--- src/rtl/cpu_hazard_pkg.sv ---
// Shared types and helpers for the decode-stage hazard controller.
package cpu_hazard_pkg;

  typedef enum logic [1:0] {
    FWD_RF = 2'd0,
    FWD_EX = 2'd1,
    FWD_WR = 2'd2
  } fwd_sel_e;

  typedef enum logic {
    HZ_IDLE  = 1'b0,
    HZ_STALL = 1'b1
  } hz_state_e;

  localparam int SAT_W = 32;

  // Increment that sticks at max_val instead of wrapping.
  function automatic logic [SAT_W-1:0] sat_inc(input logic [SAT_W-1:0] value,
                                               input logic [SAT_W-1:0] max_val);
    return (value >= max_val) ? value : value + 32'd1;
  endfunction

endpackage

--- src/rtl/cpu_fwd_match.sv ---
// Per-operand comparator against the EX and WR destinations, with EX-first priority.
module cpu_fwd_match
  import cpu_hazard_pkg::*;
#(
  parameter int REG_AW      = 3,
  parameter int ZERO_REG_EN = 1
) (
  input  logic              dc_valid,
  input  logic              src_used,
  input  logic [REG_AW-1:0] src_idx,
  input  logic              ex_wr_en,
  input  logic [REG_AW-1:0] ex_wr_idx,
  input  logic              wr_wr_en,
  input  logic [REG_AW-1:0] wr_wr_idx,
  output fwd_sel_e          fwd_sel,
  output logic              ex_match
);

  logic src_live;
  logic wr_match;

  // Register 0 is hardwired, so it never needs forwarding or interlocking.
  assign src_live = dc_valid & src_used & ((ZERO_REG_EN == 0) || (src_idx != '0));
  assign ex_match = src_live & ex_wr_en & (src_idx == ex_wr_idx);
  assign wr_match = src_live & wr_wr_en & (src_idx == wr_wr_idx);

  always_comb begin
    fwd_sel = FWD_RF;
    if (ex_match) begin
      fwd_sel = FWD_EX;
    end else if (wr_match) begin
      fwd_sel = FWD_WR;
    end
  end

endmodule

--- src/rtl/cpu_hazard_ctrl.sv ---
// Decode-stage hazard controller: operand forwarding, load-use stall FSM,
// jump flush and saturating stall/flush counters.
module cpu_hazard_ctrl
  import cpu_hazard_pkg::*;
#(
  parameter int NUM_SRC     = 2,
  parameter int REG_AW      = 3,
  parameter int LOAD_STALL  = 1,
  parameter int ZERO_REG_EN = 1,
  parameter int CNT_W       = 16
) (
  input  logic                      i_clk,
  input  logic                      i_reset_n,
  input  logic                      i_dc_valid,
  input  logic [NUM_SRC*REG_AW-1:0] i_dc_src_idx,
  input  logic [NUM_SRC-1:0]        i_dc_src_used,
  input  logic                      i_ex_wr_en,
  input  logic [REG_AW-1:0]         i_ex_wr_idx,
  input  logic                      i_ex_is_load,
  input  logic                      i_wr_wr_en,
  input  logic [REG_AW-1:0]         i_wr_wr_idx,
  input  logic                      i_ex_jump_taken,
  output logic [2*NUM_SRC-1:0]      o_fwd_sel,
  output logic                      o_pc_ld,
  output logic                      o_ir_dc_ld,
  output logic                      o_ir_dc_sel,
  output logic                      o_pc_ex_ld,
  output logic                      o_ir_ex_ld,
  output logic                      o_ir_ex_sel,
  output logic                      o_stalled,
  output logic [CNT_W-1:0]          o_stall_cnt,
  output logic [CNT_W-1:0]          o_flush_cnt
);

  localparam logic [3:0]       STALL_INIT = 4'(LOAD_STALL - 1);
  localparam logic [SAT_W-1:0] CNT_MAX    = SAT_W'((64'd1 << CNT_W) - 64'd1);

  fwd_sel_e           fwd [NUM_SRC];
  logic [NUM_SRC-1:0] ex_hit;
  logic               hazard;

  hz_state_e  state, state_nxt;
  logic [3:0] cnt, cnt_nxt;
  logic       stall_inc, flush_inc;

  for (genvar k = 0; k < NUM_SRC; k++) begin : g_src
    cpu_fwd_match #(
      .REG_AW      (REG_AW),
      .ZERO_REG_EN (ZERO_REG_EN)
    ) u_match (
      .dc_valid  (i_dc_valid),
      .src_used  (i_dc_src_used[k]),
      .src_idx   (i_dc_src_idx[k*REG_AW +: REG_AW]),
      .ex_wr_en  (i_ex_wr_en),
      .ex_wr_idx (i_ex_wr_idx),
      .wr_wr_en  (i_wr_wr_en),
      .wr_wr_idx (i_wr_wr_idx),
      .fwd_sel   (fwd[k]),
      .ex_match  (ex_hit[k])
    );
    assign o_fwd_sel[2*k +: 2] = i_reset_n ? 2'(fwd[k]) : 2'b00;
  end

  assign hazard    = i_ex_is_load & (|ex_hit);
  assign o_stalled = (state == HZ_STALL);

  // Jump beats everything; a stall holds PC/decode and bubbles EX.
  always_comb begin
    o_pc_ld     = 1'b1;
    o_ir_dc_ld  = 1'b1;
    o_ir_dc_sel = 1'b0;
    o_pc_ex_ld  = 1'b1;
    o_ir_ex_ld  = 1'b1;
    o_ir_ex_sel = 1'b0;
    state_nxt   = state;
    cnt_nxt     = cnt;
    stall_inc   = 1'b0;
    flush_inc   = 1'b0;
    if (i_ex_jump_taken) begin
      o_ir_dc_sel = 1'b1;
      o_ir_ex_sel = 1'b1;
      flush_inc   = 1'b1;
      state_nxt   = HZ_IDLE;
      cnt_nxt     = 4'd0;
    end else if (state == HZ_STALL) begin
      o_pc_ld     = 1'b0;
      o_ir_dc_ld  = 1'b0;
      o_ir_ex_sel = 1'b1;
      stall_inc   = 1'b1;
      cnt_nxt     = cnt - 4'd1;
      if (cnt <= 4'd1) begin
        state_nxt = HZ_IDLE;
      end
    end else if (hazard) begin
      o_pc_ld     = 1'b0;
      o_ir_dc_ld  = 1'b0;
      o_ir_ex_sel = 1'b1;
      stall_inc   = 1'b1;
      cnt_nxt     = STALL_INIT;
      state_nxt   = (LOAD_STALL > 1) ? HZ_STALL : HZ_IDLE;
    end
    if (!i_reset_n) begin
      o_pc_ld     = 1'b0;
      o_ir_dc_ld  = 1'b0;
      o_ir_dc_sel = 1'b1;
      o_pc_ex_ld  = 1'b0;
      o_ir_ex_ld  = 1'b0;
      o_ir_ex_sel = 1'b1;
    end
  end

  always_ff @(posedge i_clk or negedge i_reset_n) begin
    if (!i_reset_n) begin
      state       <= HZ_IDLE;
      cnt         <= 4'd0;
      o_stall_cnt <= '0;
      o_flush_cnt <= '0;
    end else begin
      state <= state_nxt;
      cnt   <= cnt_nxt;
      if (stall_inc) begin
        o_stall_cnt <= CNT_W'(sat_inc(SAT_W'(o_stall_cnt), CNT_MAX));
      end
      if (flush_inc) begin
        o_flush_cnt <= CNT_W'(sat_inc(SAT_W'(o_flush_cnt), CNT_MAX));
      end
    end
  end

endmodule
--- config.mk ---
export PLATFORM = sky130hd
export DESIGN_NAME = cpu_hazard_ctrl
export DESIGN_NICKNAME = d
export VERILOG_FILES = /design/src/rtl/cpu_hazard_pkg.sv /design/src/rtl/cpu_fwd_match.sv /design/src/rtl/cpu_hazard_ctrl.sv
export SDC_FILE = /design/constraint.sdc
export NUM_CORES = 1
export LEC_CHECK = 0
export CAP_MARGIN = 5
export CORE_ASPECT_RATIO = 0.5
export CORE_MARGIN = 2
export CORE_UTILIZATION = 42
export DETAILED_ROUTE_END_ITERATION = 8
export GPL_ROUTABILITY_DRIVEN = 0
export GPL_TIMING_DRIVEN = 0
export PLACE_DENSITY = 0.74
export SLEW_MARGIN = 15
export SYNTH_ARGS = -nofsm -noshare
export SYNTH_HDL_FRONTEND = slang
export SYNTH_SLANG_ARGS = --single-unit
--- constraint.sdc ---
create_clock -name i_clk -period 1.9 [get_ports i_clk]
set_input_delay 0.38 -clock i_clk [delete_from_list [all_inputs] [get_ports i_clk]]
set_output_delay 0.38 -clock i_clk [all_outputs]
set_load 0.005 [all_outputs]
== After elaboration in Yosys (flattened, before gate mapping) ==
Cells that the tools add are included.

* Add/subtract/negate cells: 3
* Muxes and demuxes: 24
* Magnitude comparators: 3
* Bitwise logic cells: 15
* Eq/ne operators: 4
* Reduce and logical (&&, ||, !) cells: 6

{| class="wikitable"
|+ Operator list
! operator !! count
|-
| 16-bit by 1-bit adder with 16-bit output, second input constant || 2
|-
| 16-bit >= comparator, second input constant || 2
|-
| 1-bit 2-to-1 mux || 15
|-
| 1-bit bitwise AND || 13
|-
| 3-bit equality test || 4
|-
| 2-bit 2-to-1 mux || 6
|-
| 4-bit 2-to-1 mux || 3
|-
| 3-bit nonzero test || 3
|-
| 4-bit by 1-bit less-or-equal comparator with 1-bit output, second input constant || 1
|-
| 2-bit AND reduction || 2
|-
| 4-bit by 1-bit subtractor with 4-bit output, second input constant || 1
|-
| 1-bit NOT || 2
|-
| 2-bit OR reduction || 1
|}

* Output and inout port bits: 43
* Register bits: 37
* Logic and storage cells: 59
* Bits of input ports: 21

== Logic depth before layout (Yosys ltp) ==
Gate-level depths: netlist of run 1.

* Depth in word-level cells: 10
* Gate-level depth with buffers: 8
* Gate-level depth less buffers: 7

== Modules after synthesis ==
From an unflattened synthesis of run 1, not the netlist that was laid out.

* Cell total of the unflattened synthesis: 201
* Area total of the unflattened synthesis: 2078.2 µm²

{| class="wikitable"
|+ Modules (own cells, without submodules)
! module !! area an instance (µm²) !! instances !! cells an instance
|-
| cpu_hazard_ctrl || 1878.1 || 1 || 177
|-
| cpu_fwd_match || 100.1 || 2 || 12
|}

== Worst setup path after synthesis of run 1 ==
Ideal clock, no wire load.

* Kind: input to output
* Start point: input port i_dc_src_idx[4]
* End point: output port o_pc_ld
* Stages on the path: 8
* Required time: 1.520 ns
* Arrival time: 1.680 ns
* Slack: -0.160 ns
* Cells stage by stage: o311ai_2 > nor3_2 > a41o_1 > a21oi_2 > buf_6 > buf_6 > o21a_1 > buf_4

* Cells in the longest elaborated chain, start to end: 10
* Elaborated cells between the ends (all ways): 11
* Classes of those cells: 1 x eq/ne; 4 x mux; 4 x bitwise; 2 x reduce/logical

{| class="wikitable"
|+ Ends and longest elaborated chain
! element !! RTL line !! text
|-
| from (decl) || cpu_hazard_ctrl.sv:15 || <nowiki>input logic [NUM_SRC*REG_AW-1:0] i_dc_src_idx,</nowiki>
|-
| 3-bit nonzero test || cpu_fwd_match.sv:23 || <nowiki>assign src_live = dc_valid & src_used & ((ZERO_REG_EN == 0) || (src_idx != '0));</nowiki>
|-
| 1-bit bitwise AND || cpu_fwd_match.sv:23 ||
|-
| 1-bit bitwise AND || cpu_fwd_match.sv:24 || <nowiki>assign ex_match = src_live & ex_wr_en & (src_idx == ex_wr_idx);</nowiki>
|-
| 1-bit bitwise AND (*) || cpu_fwd_match.sv:24 ||
|-
| 2-bit OR reduction (*) || cpu_hazard_ctrl.sv:64 || <nowiki>assign hazard = i_ex_is_load & (|ex_hit);</nowiki>
|-
| 1-bit bitwise AND (*) || cpu_hazard_ctrl.sv:64 ||
|-
| 1-bit 2-to-1 mux (*) (4 in series) || n/a ||
|-
| to (decl) || cpu_hazard_ctrl.sv:24 || <nowiki>output logic o_pc_ld,</nowiki>
|}

Every way passes the cells marked *; elsewhere a longest branch is shown, timed or not.

== Final worst setup path of run 1 ==
* Start point: input port i_dc_src_idx[4]
* End point: output port o_pc_ld

* Cells in the longest elaborated chain, start to end: 10
* Elaborated cells between the ends (all ways): 11
* Classes of those cells: 1 x eq/ne; 4 x mux; 4 x bitwise; 2 x reduce/logical

{| class="wikitable"
|+ Ends and longest elaborated chain
! element !! RTL line !! text
|-
| 3-bit nonzero test || cpu_fwd_match.sv:23 ||
|-
| 1-bit bitwise AND || cpu_fwd_match.sv:23 ||
|-
| 1-bit bitwise AND || cpu_fwd_match.sv:24 ||
|-
| 1-bit bitwise AND (*) || cpu_fwd_match.sv:24 ||
|-
| 2-bit OR reduction (*) || cpu_hazard_ctrl.sv:64 ||
|-
| 1-bit bitwise AND (*) || cpu_hazard_ctrl.sv:64 ||
|-
| 1-bit 2-to-1 mux (*) || cpu_hazard_ctrl.sv:94 || <nowiki>end else if (hazard) begin</nowiki>
|-
| 1-bit 2-to-1 mux (*) || cpu_hazard_ctrl.sv:85 || <nowiki>end else if (state == HZ_STALL) begin</nowiki>
|-
| 1-bit 2-to-1 mux (*) || cpu_hazard_ctrl.sv:79 || <nowiki>if (i_ex_jump_taken) begin</nowiki>
|-
| 1-bit 2-to-1 mux (*) || cpu_hazard_ctrl.sv:102 || <nowiki>if (!i_reset_n) begin</nowiki>
|}

Marked as above.

==> results.py, run 1 <==
metrics = {
    "clock_tree": {
        "cts_root_buf": "clkbuf_8",
        "insertion_delay_ns": 0.29,
        "cts_made_buffers": 5,
        "cts_tree": "built",
        "cts.sinks": 37,
        "cts_buffer_depth": 2,
        "clk_pin_slew_ns": 0.07,
        "htreeDepth": 2,
    },
    "yosys": {
        "syn_nets": 227,
        "yosysSeqAreaShare_pct": 45.0,
        "synthCells": 202,
        "synth_edf_count": 0,
        "synth_seq_cells": 37,
        "async_flop_share_pct": 100,
        "synth_flop_cell": "dfrtp_1",
        "yosys_warnings": 0,
        "ys_types": 39,
        "syn_area_per_cell_um2": 10.2,
        "netlist_area_um2": 2060,
    },
    "layout": {
        "final_cell_mix": "dfrtp_1 (36), clkdlybuf4s50_1 (36), xor2_1 (26)",
        "drive_gt1_share_pct": 30.1,
        "syn_to_final_growth_pct": 58.3,
        "utilization_pct": 71.6,
        "antenna_cells": 0,
        "num-nets-final": 310,
        "finalInstanceArea_um2": 3260,
    },
    "grt": {
        "track_usage_pct": 20.7,
        "grt_pass1_wl_mm": 8.57,
        "grt_max_degree": 15,
        "gr-total-overflow": 0,
        "first_global_vias": 1814,
        "antenna_found_initial": 0,
    },
    "timing": {
        "drv_slew": 0,
        "hold_viol_final": 0,
        "max_freq_ghz": 0.509,
        "fin_crit_sh_pct": 103,
        "final.setup.worst_slack_ns": -0.0665,
        "min_period_ns": 1.97,
        "max_slew_margin_pct": 48.0,
        "tightest_slew_ns": 0.780,
        "rsz0062_at_grt": "yes",
        "setup_viol": 2,
        "fin_skew_ns": 0.00486,
        "fin_hold_ws_ns": 0.136,
    },
    "floorplan": {
        "io_pins": 64,
        "die_height_um": 53.5,
        "coreArea_um2": 4550,
        "rows": 17,
        "dieArea_um2": 5510,
        "die_w_um": 103,
        "start_util_pct": 45.2,
    },
    "place": {
        "port_buffers": 63,
        "dpl_cell_area_um2": 2800,
        "dpl.hpwl_mm": 3.64,
    },
    "critical_path": {
        "worstPathRequired_ns": 1.52,
        "end_kind": "output port",
        "worstReg2RegEnd": "o_stall_cnt[8]",
        "max_stage_delay_ns": 0.29,
        "crit_slowest_cell": "o311ai_4",
        "critical_path_class": "in2out",
        "cp_cell_sequence": "buf_8 > o311ai_4 > nor3_2 > a41o_1 > a21oi_4 > o21a_1 > buf_4 > buf_6",
        "worstPathArrival_ns": 1.59,
        "critPathLaunchType": "input port",
        "regToRegSetupSlack_ns": 0.02,
        "path_max_fanout": 4,
        "timing.rr.start": "o_stall_cnt[1]",
        "rr_worst_depth": 7,
    },
    "run": {
        "maxCapViolations": 0,
    },
    "drt": {
        "routed_wl_mm": 5.71,
        "dr.pass1.iters": 5,
        "vias": 1871,
        "wl_per_cell_um": 16.2,
        "ant_nets": 0,
        "drc": 0,
        "viasPerCell": 5.32,
        "drt_iter0_drc": 113,
    },
    "power": {
        "powerDensity_nw_per_um2": 658,
        "p_leak_uw": 0.00142,
        "peakVddDrop_uv": 483,
    },
    "outcome": {
        "status": "finished with violations",
        "violations": "setup timing",
    },
    "worst_hold_path": {
        "hp-class": "in2async",
    },
}
metal layers:
metal / vias up / routed length (um) / track usage, %
li1: 869 / - / -
met3: 21 / 280 / 5.15
met1: 920 / 2480 / 25.9
met2: 61 / 2760 / 35.2
met4: 0 / 182 / 7.24
met5: - / 0 / 0
logic make-up after synthesis:
family	share of synthesized area, %
DFF	45.0
AOI/OAI and AO/OA	5.29
and+or+nand+nor	24.1
xor gates and xnor gates	17.0
muxes	2.68
buffers and inverters	3.47
adders and majority gates	2.43
cell usage after synthesis, drive strengths merged, types with 5 or more instances:
library cell | number | area, um2
xor2 | 26 | 228
dfrtp | 37 | 926
xnor2 | 14 | 123
nand3 | 11 | 55.1
nand2 | 17 | 63.8
nor2 | 17 | 63.8
buf | 5 | 45.0
nor4 | 6 | 43.8
nor3 | 11 | 65.1
report_power, final:
part | internal [uW] | switching, uW | total (uW)
logic | 289 | 187 | 476
registers | 864 | 96.8 | 961
clock network | 428 | 280 | 708
total | 1580 | 563 | 2140
final cells by class:
| class | count | area, um2 |
|---|---|---|
| buffer | 5 | 40.0 |
| clock buffer | 7 | 86.3 |
| clock inverter | 1 | 30.0 |
| fill | 339 | 1290 |
| inverter | 4 | 15.0 |
| multi-input combinational | 153 | 1310 |
| sequential | 37 | 927 |
| tap | 66 | 82.6 |
| timing repair buffer | 79 | 766 |
state kept, by name, summed over array words and instances (netlist names):
name / flops
o_flush_cnt: 16
cnt: 4
o_stall_cnt: 16
o_stalled: 1
through the flow:
| step | setup TNS, ns | instances | setup WS (ns) | total power (uW) |
|---|---|---|---|---|
| after floorplan | -0.0443 | 202 | -0.0443 | 1120 |
| after global placement | -47.27 | 331 | -2.08 | 1400 |
| after detailed placement | -16.15 | 332 | -1.27 | 1410 |
| after CTS | -0.413 | 348 | -0.202 | 2140 |
| after global routing | -0.764 | 352 | -0.133 | 2250 |
| final | -0.0842 | 352 | -0.0665 | 2140 |
critical path, delay by kind of cell:
family	cells	cell delay (ns)
AOI/OAI and AO/OA	4	0.82
and+or+nand+nor	1	0.09
buffers and inverters	3	0.29
repair_timing:
item	4_1_cts	5_1_grt
gates resized for setup	113	38
hold buffers	1	0
pin swaps	18	16
setup endpoints to repair	29	24
hold endpoints to repair	12	0
setup buffers	8	5
gates cloned	1	0
worst max path at each step:
stage / slack (ns) / endpoint / from / cells past startpoint
after CTS: -0.20 / o_pc_ld / i_dc_src_idx[5] / 9
after global placement: -2.08 / o_fwd_sel[1] / i_reset_n / 5
after global routing: -0.13 / o_pc_ld / i_dc_src_idx[4] / 8
after detailed placement: -1.27 / o_pc_ld / i_dc_src_idx[4] / 10
after floorplan: -0.04 / o_pc_ld / i_dc_src_idx[4] / 8
final: -0.07 / o_pc_ld / i_dc_src_idx[4] / 8
(Power assumes the default switching activity.)
==> inputs of run 2 (changes only) <==
--- a/config.mk
+++ b/config.mk
@@ -16,4 +16,5 @@
 export SLEW_MARGIN = 15
 export SYNTH_ARGS = -nofsm -noshare
 export SYNTH_HDL_FRONTEND = slang
+export SYNTH_HIERARCHICAL = 1
 export SYNTH_SLANG_ARGS = --single-unit
==> results.py, run 2 <==
metrics = {
    "outcome": {
        "status": "finished with violations",
        "violations": "setup timing",
    },
    "power": {
        "p_leak_uw": 0.00140,
        "powerDensity_nw_per_um2": 637,
        "total_power_uw": 2040,
        "peakVddDrop_uv": 489,
    },
    "timing": {
        "max_freq_ghz": 0.491,
        "final.setup.worst_slack_ns": -0.136,
        "fin_setup_tns_ns": -0.232,
        "rsz0062_at_grt": "yes",
        "fin_crit_sh_pct": 107,
        "max_slew_margin_pct": 69.3,
        "hold_viol_final": 0,
        "fin_skew_ns": 0.00465,
        "drv_slew": 0,
        "fin_hold_ws_ns": 0.0603,
        "tightest_slew_ns": 0.459,
        "min_period_ns": 2.04,
        "setup_viol": 2,
    },
    "drt": {
        "wl_per_cell_um": 14.1,
        "viasPerCell": 5.08,
        "drc": 0,
        "drt_iter0_drc": 65,
        "routed_wl_mm": 5.08,
        "vias": 1834,
        "dr.pass1.iters": 4,
        "ant_nets": 0,
    },
    "yosys": {
        "yosys.area.top_type": "dfrtp_1",
        "syn_nets": 226,
        "yosys_warnings": 6,
        "synth_seq_cells": 37,
        "syn_area_per_cell_um2": 10.3,
        "synthCells": 201,
        "synth_edf_count": 0,
        "netlist_area_um2": 2080,
        "synth_flop_cell": "dfrtp_1",
        "post-synth-top-count-cell": "dfrtp_1",
        "synth_top_cell_area_share_pct": 44.6,
        "ys_types": 31,
        "async_flop_share_pct": 100,
        "yosysSeqAreaShare_pct": 44.6,
        "ys_top_cells_by_count": "dfrtp_1 (37), xnor2_1 (25), nand4_1 (17)",
        "synthTopCellsByArea": "dfrtp_1 (45%), xnor2_1 (11%), nand4_1 (5.1%)",
    },
    "floorplan": {
        "start_util_pct": 42.9,
        "coreArea_um2": 4840,
        "die_w_um": 103,
        "io_pins": 64,
        "dieArea_um2": 5560,
        "rows": 18,
        "die_height_um": 53.7,
    },
    "critical_path": {
        "timing.rr.start": "o_stall_cnt[5]",
        "worstReg2RegEnd": "o_stall_cnt[1]",
        "worstPathRequired_ns": 1.52,
        "path_max_fanout": 3,
        "regToRegSetupSlack_ns": 0.04,
        "critical_path_class": "in2out",
        "end_kind": "output port",
        "rr_worst_depth": 6,
        "critPathLaunchType": "input port",
        "worstPathArrival_ns": 1.66,
        "endpoint": "o_ir_ex_sel",
        "crit_start": "i_dc_src_idx[5]",
    },
    "grt": {
        "grt_use_met3_pct": 5.06,
        "antenna_found_initial": 0,
        "grt_busiest_layer": "met2",
        "globalRouteMet2Util_pct": 32.9,
        "gr-total-overflow": 0,
        "grt_pass1_wl_mm": 8.27,
        "use_met1_pct": 24.0,
        "grt_max_degree": 36,
        "first_global_vias": 1808,
        "track_usage_pct": 19.2,
    },
    "layout": {
        "syn_to_final_growth_pct": 54.1,
        "final_cell_mix": "clkdlybuf4s50_1 (38), dfrtp_1 (37), xnor2_1 (19)",
        "drive_gt1_share_pct": 25.4,
        "fillers": 365,
        "layout_commonest_cell": "clkdlybuf4s50_1",
        "top_regs": "o_flush_cnt: 16 flops, o_stall_cnt: 16 flops, cnt: 4 flops",
        "utilization_pct": 66.1,
        "num-nets-final": 316,
        "antenna_cells": 0,
    },
    "place": {
        "pre_cts_ws_ns": -1.07,
        "dpl.hpwl_mm": 3.46,
        "port_buffers": 63,
    },
    "clock_tree": {
        "clk_pin_slew_ns": 0.07,
        "cts_root_buf": "clkbuf_8",
        "cts.sinks": 37,
        "cts_tree": "built",
        "htreeDepth": 2,
        "cts_made_buffers": 5,
        "cts_buffer_depth": 2,
        "insertion_delay_ns": 0.28,
    },
    "run": {
        "maxCapViolations": 0,
    },
    "worst_hold_path": {
        "hp-class": "in2async",
    },
}
-- run 2: changes by cell type in the layout (fill, tap and decap cells not counted), sizes merged, moves of 4 or more --
cell   change
xor2      -18
nand4     +15
xnor2     +11
buf        +6
o21ai      +6
a21oi      +5
and3       +5
nand2      -5
nor4       -4
-- run 2: through the flow --
| step | instances | cell area [um2] |
|---|---|---|
| after detailed placement | 335 | 2810 |
| after global routing | 361 | 3200 |
| after global placement | 334 | 2800 |
| after CTS | 353 | 3030 |
| final | 361 | 3200 |
| after floorplan | 201 | 2080 |
-- run 2: cells by family (layout without fill, tap and decap cells) --
group                    Yosys count  count (layout)  synth area share (%)
flip-flops                        37              37                  44.6
buffers and inverters             10             100                  3.07
XOR/XNOR                          33              33                  13.9
AND/OR/NAND/NOR                   89              89                  25.5
AO/OA/AOI/OAI                     23              23                  7.65
multiplexers                       5               5                  2.89
adder cells (fa/ha/maj)            4               4                  2.41
-- run 2: area by class of cell --
type	count	area, um2	area share, %
multi-input combinational	154	1210	37.9
inverter	4	15.0	0.469
clock buffer	7	86.3	2.70
tap	70	87.6	2.74
sequential	37	926	28.9
buffer	6	48.8	1.52
timing repair buffer	83	825	25.8
-- run 2: worst min-delay path by stage --
stage,endpoint,slack [ns]
after detailed placement,o_stall_cnt[7],0.26
after floorplan,cnt[0],0.08
after global routing,o_stall_cnt[6],0.08
after CTS,o_stall_cnt[6],0.07
after global placement,o_stall_cnt[15],0.49
final,o_stall_cnt[6],0.06
-- run 2: timing repair --
action                                  CTS  global route
pin swaps                                20            19
hold endpoints to repair                  8             0
resized for setup                        97            30
gates cloned                              0             0
endpoints found under the setup margin   27            21
buffers inserted                         11            10
hold buffers                              1             0
-- run 2: report_power, final --
group          internal, uW  leakage (uW)  switching, uW  total (uW)
Clock                   288     0.0000443            253         541
Sequential              869      0.000491            109         978
Combinational           325      0.000864            196         521
Total                  1480       0.00140            558        2040
-- run 2: layer usage --
metal  wire length (um)  part of all wire [%]
met2               2620                    52
met3                125                   2.5
met4                 37                  0.73
met1               2300                    45
met5                  0                     0
-- run 2: critical path: stages --
cell      delay, ns
buf_8          0.11
o311ai_4       0.30
nor2_2         0.09
o21a_1         0.23
buf_6          0.13
or3_1          0.29
buf_2          0.13
